--- config.mk ---
export PLATFORM = sky130hd
export DESIGN_NAME = pmod_enc_decoder
export DESIGN_NICKNAME = d
export VERILOG_FILES = /design/src/rtl/pmod_enc_decoder.sv
export SDC_FILE = /design/constraint.sdc
export NUM_CORES = 1
export LEC_CHECK = 0
export CAP_MARGIN = 10
export CORE_MARGIN = 2
export CORE_UTILIZATION = 56
export DETAILED_ROUTE_END_ITERATION = 12
export PLACE_DENSITY_LB_ADDON = 0.25
export REMOVE_ABC_BUFFERS = 1
export SLEW_MARGIN = 20
export SYNTH_ARGS = -nofsm -noshare
export SYNTH_HDL_FRONTEND = slang
export SYNTH_SLANG_ARGS = --single-unit
--- constraint.sdc ---
create_clock -name clk -period 2.8 [get_ports clk]
set_input_delay 0.56 -clock clk [delete_from_list [all_inputs] [get_ports clk]]
set_output_delay 0.56 -clock clk [all_outputs]
set_load 0.005 [all_outputs]
--- src/rtl/pmod_enc_decoder.sv ---
// Pmod ENC front-end: syncs and debounces raw A/B/button/switch pins, then decodes detent steps into a wrap-around count.
// Latency: raw pin edge to debounced level is 2 + DEBOUNCE_CYCLES cycles; debounced final AB=11 to enc update is 1 cycle.
// No backpressure: outputs are registered levels plus a single-cycle step pulse for the display stage.
// Ports: clk, rst (async active-high); a, b, btn, swt raw pins; enc count, sw switch level, dir last-step direction, step pulse.
module pmod_enc_decoder #(
    parameter int DEBOUNCE_CYCLES = 100_000,
    parameter int MAX_COUNT       = 19
) (
    input  logic       clk,
    input  logic       rst,
    input  logic       a,
    input  logic       b,
    input  logic       btn,
    input  logic       swt,
    output logic [4:0] enc,
    output logic       sw,
    output logic       dir,
    output logic       step
);

    localparam int CNT_W = (DEBOUNCE_CYCLES > 1) ? $clog2(DEBOUNCE_CYCLES) : 1;
    localparam logic [CNT_W-1:0] DB_LAST = CNT_W'(DEBOUNCE_CYCLES - 1);
    localparam logic [4:0] MAX_ENC = 5'(MAX_COUNT);

    // Bit order of the per-input vectors: 0 = b, 1 = a, 2 = btn, 3 = swt.
    // A/B idle high at a detent, so they come out of reset high to avoid a
    // spurious transition into the quadrature decoder.
    localparam logic [3:0] RST_LVL = 4'b0011;

    typedef enum logic [2:0] {
        IDLE,
        CW1,
        CW2,
        CW3,
        CCW1,
        CCW2,
        CCW3
    } state_t;

    logic [3:0]       raw;
    logic [3:0]       sync1;
    logic [3:0]       sync2;
    logic [3:0]       deb;
    logic [CNT_W-1:0] db_cnt [4];

    state_t     state;
    state_t     state_nxt;
    logic [1:0] ab;
    logic       inc;
    logic       dec;
    logic       btn_prev;
    logic       btn_rise;

    assign raw = {swt, btn, a, b};

    // Two-flop synchronisers followed by a per-input stability counter. The
    // counter only runs while the synced level disagrees with the debounced
    // one, so any disagreement shorter than DEBOUNCE_CYCLES is discarded.
    always_ff @(posedge clk or posedge rst) begin
        if (rst) begin
            sync1 <= RST_LVL;
            sync2 <= RST_LVL;
            deb   <= RST_LVL;
            for (int i = 0; i < 4; i++) begin
                db_cnt[i] <= '0;
            end
        end else begin
            sync1 <= raw;
            sync2 <= sync1;
            for (int i = 0; i < 4; i++) begin
                if (sync2[i] == deb[i]) begin
                    db_cnt[i] <= '0;
                end else if (db_cnt[i] == DB_LAST) begin
                    deb[i]    <= sync2[i];
                    db_cnt[i] <= '0;
                end else begin
                    db_cnt[i] <= db_cnt[i] + 1'b1;
                end
            end
        end
    end

    assign ab = {deb[1], deb[0]};

    always_ff @(posedge clk or posedge rst) begin
        if (rst) begin
            state <= IDLE;
        end else begin
            state <= state_nxt;
        end
    end

    // Each direction must walk all four Gray phases before returning to 11.
    // Stepping back one phase is followed; an impossible two-bit jump is
    // ignored, except that reaching 11 early always abandons the step.
    always_comb begin
        state_nxt = state;
        inc       = 1'b0;
        dec       = 1'b0;
        unique case (state)
            IDLE: begin
                if (ab == 2'b01)      state_nxt = CW1;
                else if (ab == 2'b10) state_nxt = CCW1;
            end
            CW1: begin
                if (ab == 2'b00)      state_nxt = CW2;
                else if (ab == 2'b11) state_nxt = IDLE;
            end
            CW2: begin
                if (ab == 2'b10)      state_nxt = CW3;
                else if (ab == 2'b01) state_nxt = CW1;
                else if (ab == 2'b11) state_nxt = IDLE;
            end
            CW3: begin
                if (ab == 2'b11) begin
                    state_nxt = IDLE;
                    inc       = 1'b1;
                end else if (ab == 2'b00) begin
                    state_nxt = CW2;
                end
            end
            CCW1: begin
                if (ab == 2'b00)      state_nxt = CCW2;
                else if (ab == 2'b11) state_nxt = IDLE;
            end
            CCW2: begin
                if (ab == 2'b01)      state_nxt = CCW3;
                else if (ab == 2'b10) state_nxt = CCW1;
                else if (ab == 2'b11) state_nxt = IDLE;
            end
            CCW3: begin
                if (ab == 2'b11) begin
                    state_nxt = IDLE;
                    dec       = 1'b1;
                end else if (ab == 2'b00) begin
                    state_nxt = CCW2;
                end
            end
            default: state_nxt = IDLE;
        endcase
    end

    assign btn_rise = deb[2] & ~btn_prev;

    // Button clear takes priority over a step completing in the same cycle:
    // the count goes to zero, direction is left alone, and only one pulse
    // is emitted.
    always_ff @(posedge clk or posedge rst) begin
        if (rst) begin
            btn_prev <= 1'b0;
            enc      <= '0;
            dir      <= 1'b0;
            step     <= 1'b0;
        end else begin
            btn_prev <= deb[2];
            step     <= 1'b0;
            if (btn_rise) begin
                enc  <= '0;
                step <= 1'b1;
            end else if (inc) begin
                enc  <= (enc == MAX_ENC) ? 5'd0 : enc + 5'd1;
                dir  <= 1'b1;
                step <= 1'b1;
            end else if (dec) begin
                enc  <= (enc == 5'd0) ? MAX_ENC : enc - 5'd1;
                dir  <= 1'b0;
                step <= 1'b1;
            end
        end
    end

    // The debounced switch level is already a flop; it feeds the display as-is.
    assign sw = deb[3];

endmodule

==> metrics.cfg <==
[detailed_routing]
wl_per_cell_um=13.75
finalWirelength_mm=8.156
drtAntennaViolNets=0
dr.first_iter.drc_count=123
drt_first_pass_iters=4
vias_per_cell=5.685
drc=0
vias=3371

[logic_synthesis]
seq_area_frac_synth_pct=48.58
synth_top_family_by_area=simple AND/OR/NAND/NOR gates
yosys_register_bits=91
ys.flop_type=dfrtp_1
yosys.area_share.simple_pct=25.94
synth_edf_count=0
synthCells=472
synth.distinct_cells=52
muxShareOfSynthArea_pct=1.383
ys_warn_count=0
synth-xor-area-share_pct=10.99
syn_area_um2=4703
synth_fa_ha_area_share_pct=2.926
synth_compound_area_share_pct=7.529
syn_avg_cell_area_um2=9.965
async_flop_share_pct=100.0

[clock_network]
cts_setup_buffers=0
cts_buffers=9
hold_buffers=0
htreeDepth=3
clk_latency_ns=0.35
cts_tree=yes
cts-root-to-sink-buffers=2
cts_root_buf=clkbuf_8
clock-sinks=91
clk_pin_slew_ns=0.09
cts_resized=0

[pwr]
p_leak_nw=2.125
peakVddDrop_mv=0.2847
finalPower_mw=2.247
pwr_density_cell_nw_per_um2=439.6

[timing]
max_slew_margin_pct=55.18
rsz0062_at_grt=no
whs_ns=0.3591
fin_crit_sh_pct=78.34
finalCriticalPeriod_ns=2.193
tightest_slew_ns=0.6722
max_freq_ghz=0.4559
slew_violations=0
finalSetupViolations=0
skew_ns=0.007176
hold_violations=0

[critical_path]
worstReg2RegEnd=enc[3]
required_ns=3.01
arrival_ns=2.40
r2r_setup_slack_ns=0.61
rr_startpoint=deb[0]
critical_path_class=register to register
end_kind=register
worst-path-max-fanout=11
crit_start=deb[0]
rr_worst_depth=5
critPathLaunchType=register

[hold_path]
whs_endpoint=sync2[3]
holdCritPathClass=register to register
min_from=sync1[3]
holdPathStages=0

[global_route]
grt_overflow_total=0
antenna_found_initial=0
grt_max_degree=34
track_usage_pct=20.10
grt_pass1_vias=3151
grt_first_pass_wirelength_mm=14.48

[finish]
diodes=0
layout.cells.non_filler=593
drive_gt1_share_pct=9.836
final_nets=500
area_growth_syn_to_layout_pct=8.672
fillerInstances=686
final_cell_area_um2=5111
finalCoreUtilization_pct=62.52

[floorplanning]
die_w_um=95.65
die_h_um=95.65
core_um2=8175
row_count=33
fp.dieArea_um2=9148
io_pins=14
start_util_pct=57.53

[placement]
place_area_um2=4933
numPortBuffers=13
dp_hpwl_mm=5.675
gp_congestion=0.8390
dp.cells=577

[outcome]
status=finished, final reports clean

[flow_run]
maxCapViolations=0

[layout by cell type (no fill, tap or decap), drive strengths merged, types with 6 or more instances in the layout]
cell type | netlist | routed
a21oi | 13 | 13
and4 | 12 | 12
clkbuf | 2 | 10
clkdlybuf4s50 | 0 | 13
dfrtp | 85 | 85
dfstp | 6 | 6
ha | 11 | 11
inv | 14 | 14
nand2 | 28 | 28
nand3 | 34 | 34
nand4 | 12 | 12
nor2 | 74 | 74
nor3 | 10 | 10
o21ai | 22 | 22
or3 | 12 | 12
xnor2 | 26 | 26
xor2 | 33 | 33
[cell usage after synthesis, types with 8 or more instances]
library cell  number  area, µm²
xnor2_1           26      227.7
or3_1              8      50.05
nand2_1           28      105.1
nor2_1            74      277.8
ha_1              11      137.6
buf_2             13      65.06
xor2_1            33      289.0
inv_1             14      52.55
o21ai_0           17      85.08
nor3_1            10      50.05
dfrtp_1           85       2127
nand4_1           12      75.07
a21oi_1           13      65.06
and4_1            10      87.58
nand3_1           30      150.1
[state kept, by name (all words and copies together) (netlist names)]
register,count
deb,4
sync1,4
db_cnt,68
sync2,4
step,1
state,3
btn_prev,1
dir,1
enc,5
[critical path, stage by stage, from the launching register on]
cell and delay, ns:
dfstp_2 0.62, ha_1 0.22, nand4b_1 0.42, a41o_1 0.39, a221oi_1 0.27, o32ai_1 0.14
[report_power, final]
| group | leakage [nW] | internal [mW] | switching [mW] |
|---|---|---|---|
| combinational | 0.802 | 0.0283 | 0.0590 |
| clock | 0.0924 | 0.347 | 0.460 |
| sequential | 1.23 | 1.34 | 0.0173 |
[metal layers]
layer,track usage [%],share of wire (%),wire (µm)
met3,3.320,2.5,200
met5,0,0,0
met1,28.76,50,4062
met4,7.619,1.5,126
met2,30.77,46,3766
[cells by family (layout without fill, tap and decap cells)]
logic type	count (synthesis)	in the layout
AOI/OAI and AO/OA	54	54
xor gates and xnor gates	59	59
adders and majority gates	11	11
buffers and inverters	29	45
DFF	91	91
muxes	6	6
and+or+nand+nor	222	222
[how the worst max path moves through the flow]
stage / slack, ns / end / cells past startpoint
final: 0.61 / enc[3] / 5
after global routing: 0.36 / enc[3] / 5
after CTS: 0.61 / enc[3] / 5
after floorplan: -0.11 / btn_prev / 1
after global placement: 0.72 / enc[3] / 5
after detailed placement: 0.61 / enc[3] / 5
[stage by stage]
step / setup WS (ns) / TNS [ns]
floorplan: -0.1137 / -9.663
global placement: 0.7218 / 0
detailed placement: 0.6116 / 0
CTS: 0.6066 / 0
global route: 0.3613 / 0
finish: 0.6066 / 0
[cell type report]
| type | instances | area [µm²] | area share (%) |
|---|---|---|---|
| Multi-Input combinational cell | 352 | 2293 | 44.87 |
| Sequential cell | 91 | 2285 | 44.70 |
| Timing Repair Buffer | 15 | 170.2 | 3.329 |
| Clock buffer | 10 | 137.6 | 2.693 |
| Tap cell | 105 | 131.4 | 2.570 |
| Inverter | 14 | 53.80 | 1.053 |
| Clock inverter | 6 | 40.04 | 0.7834 |
Note: power is estimated with default switching activity, not from simulation.
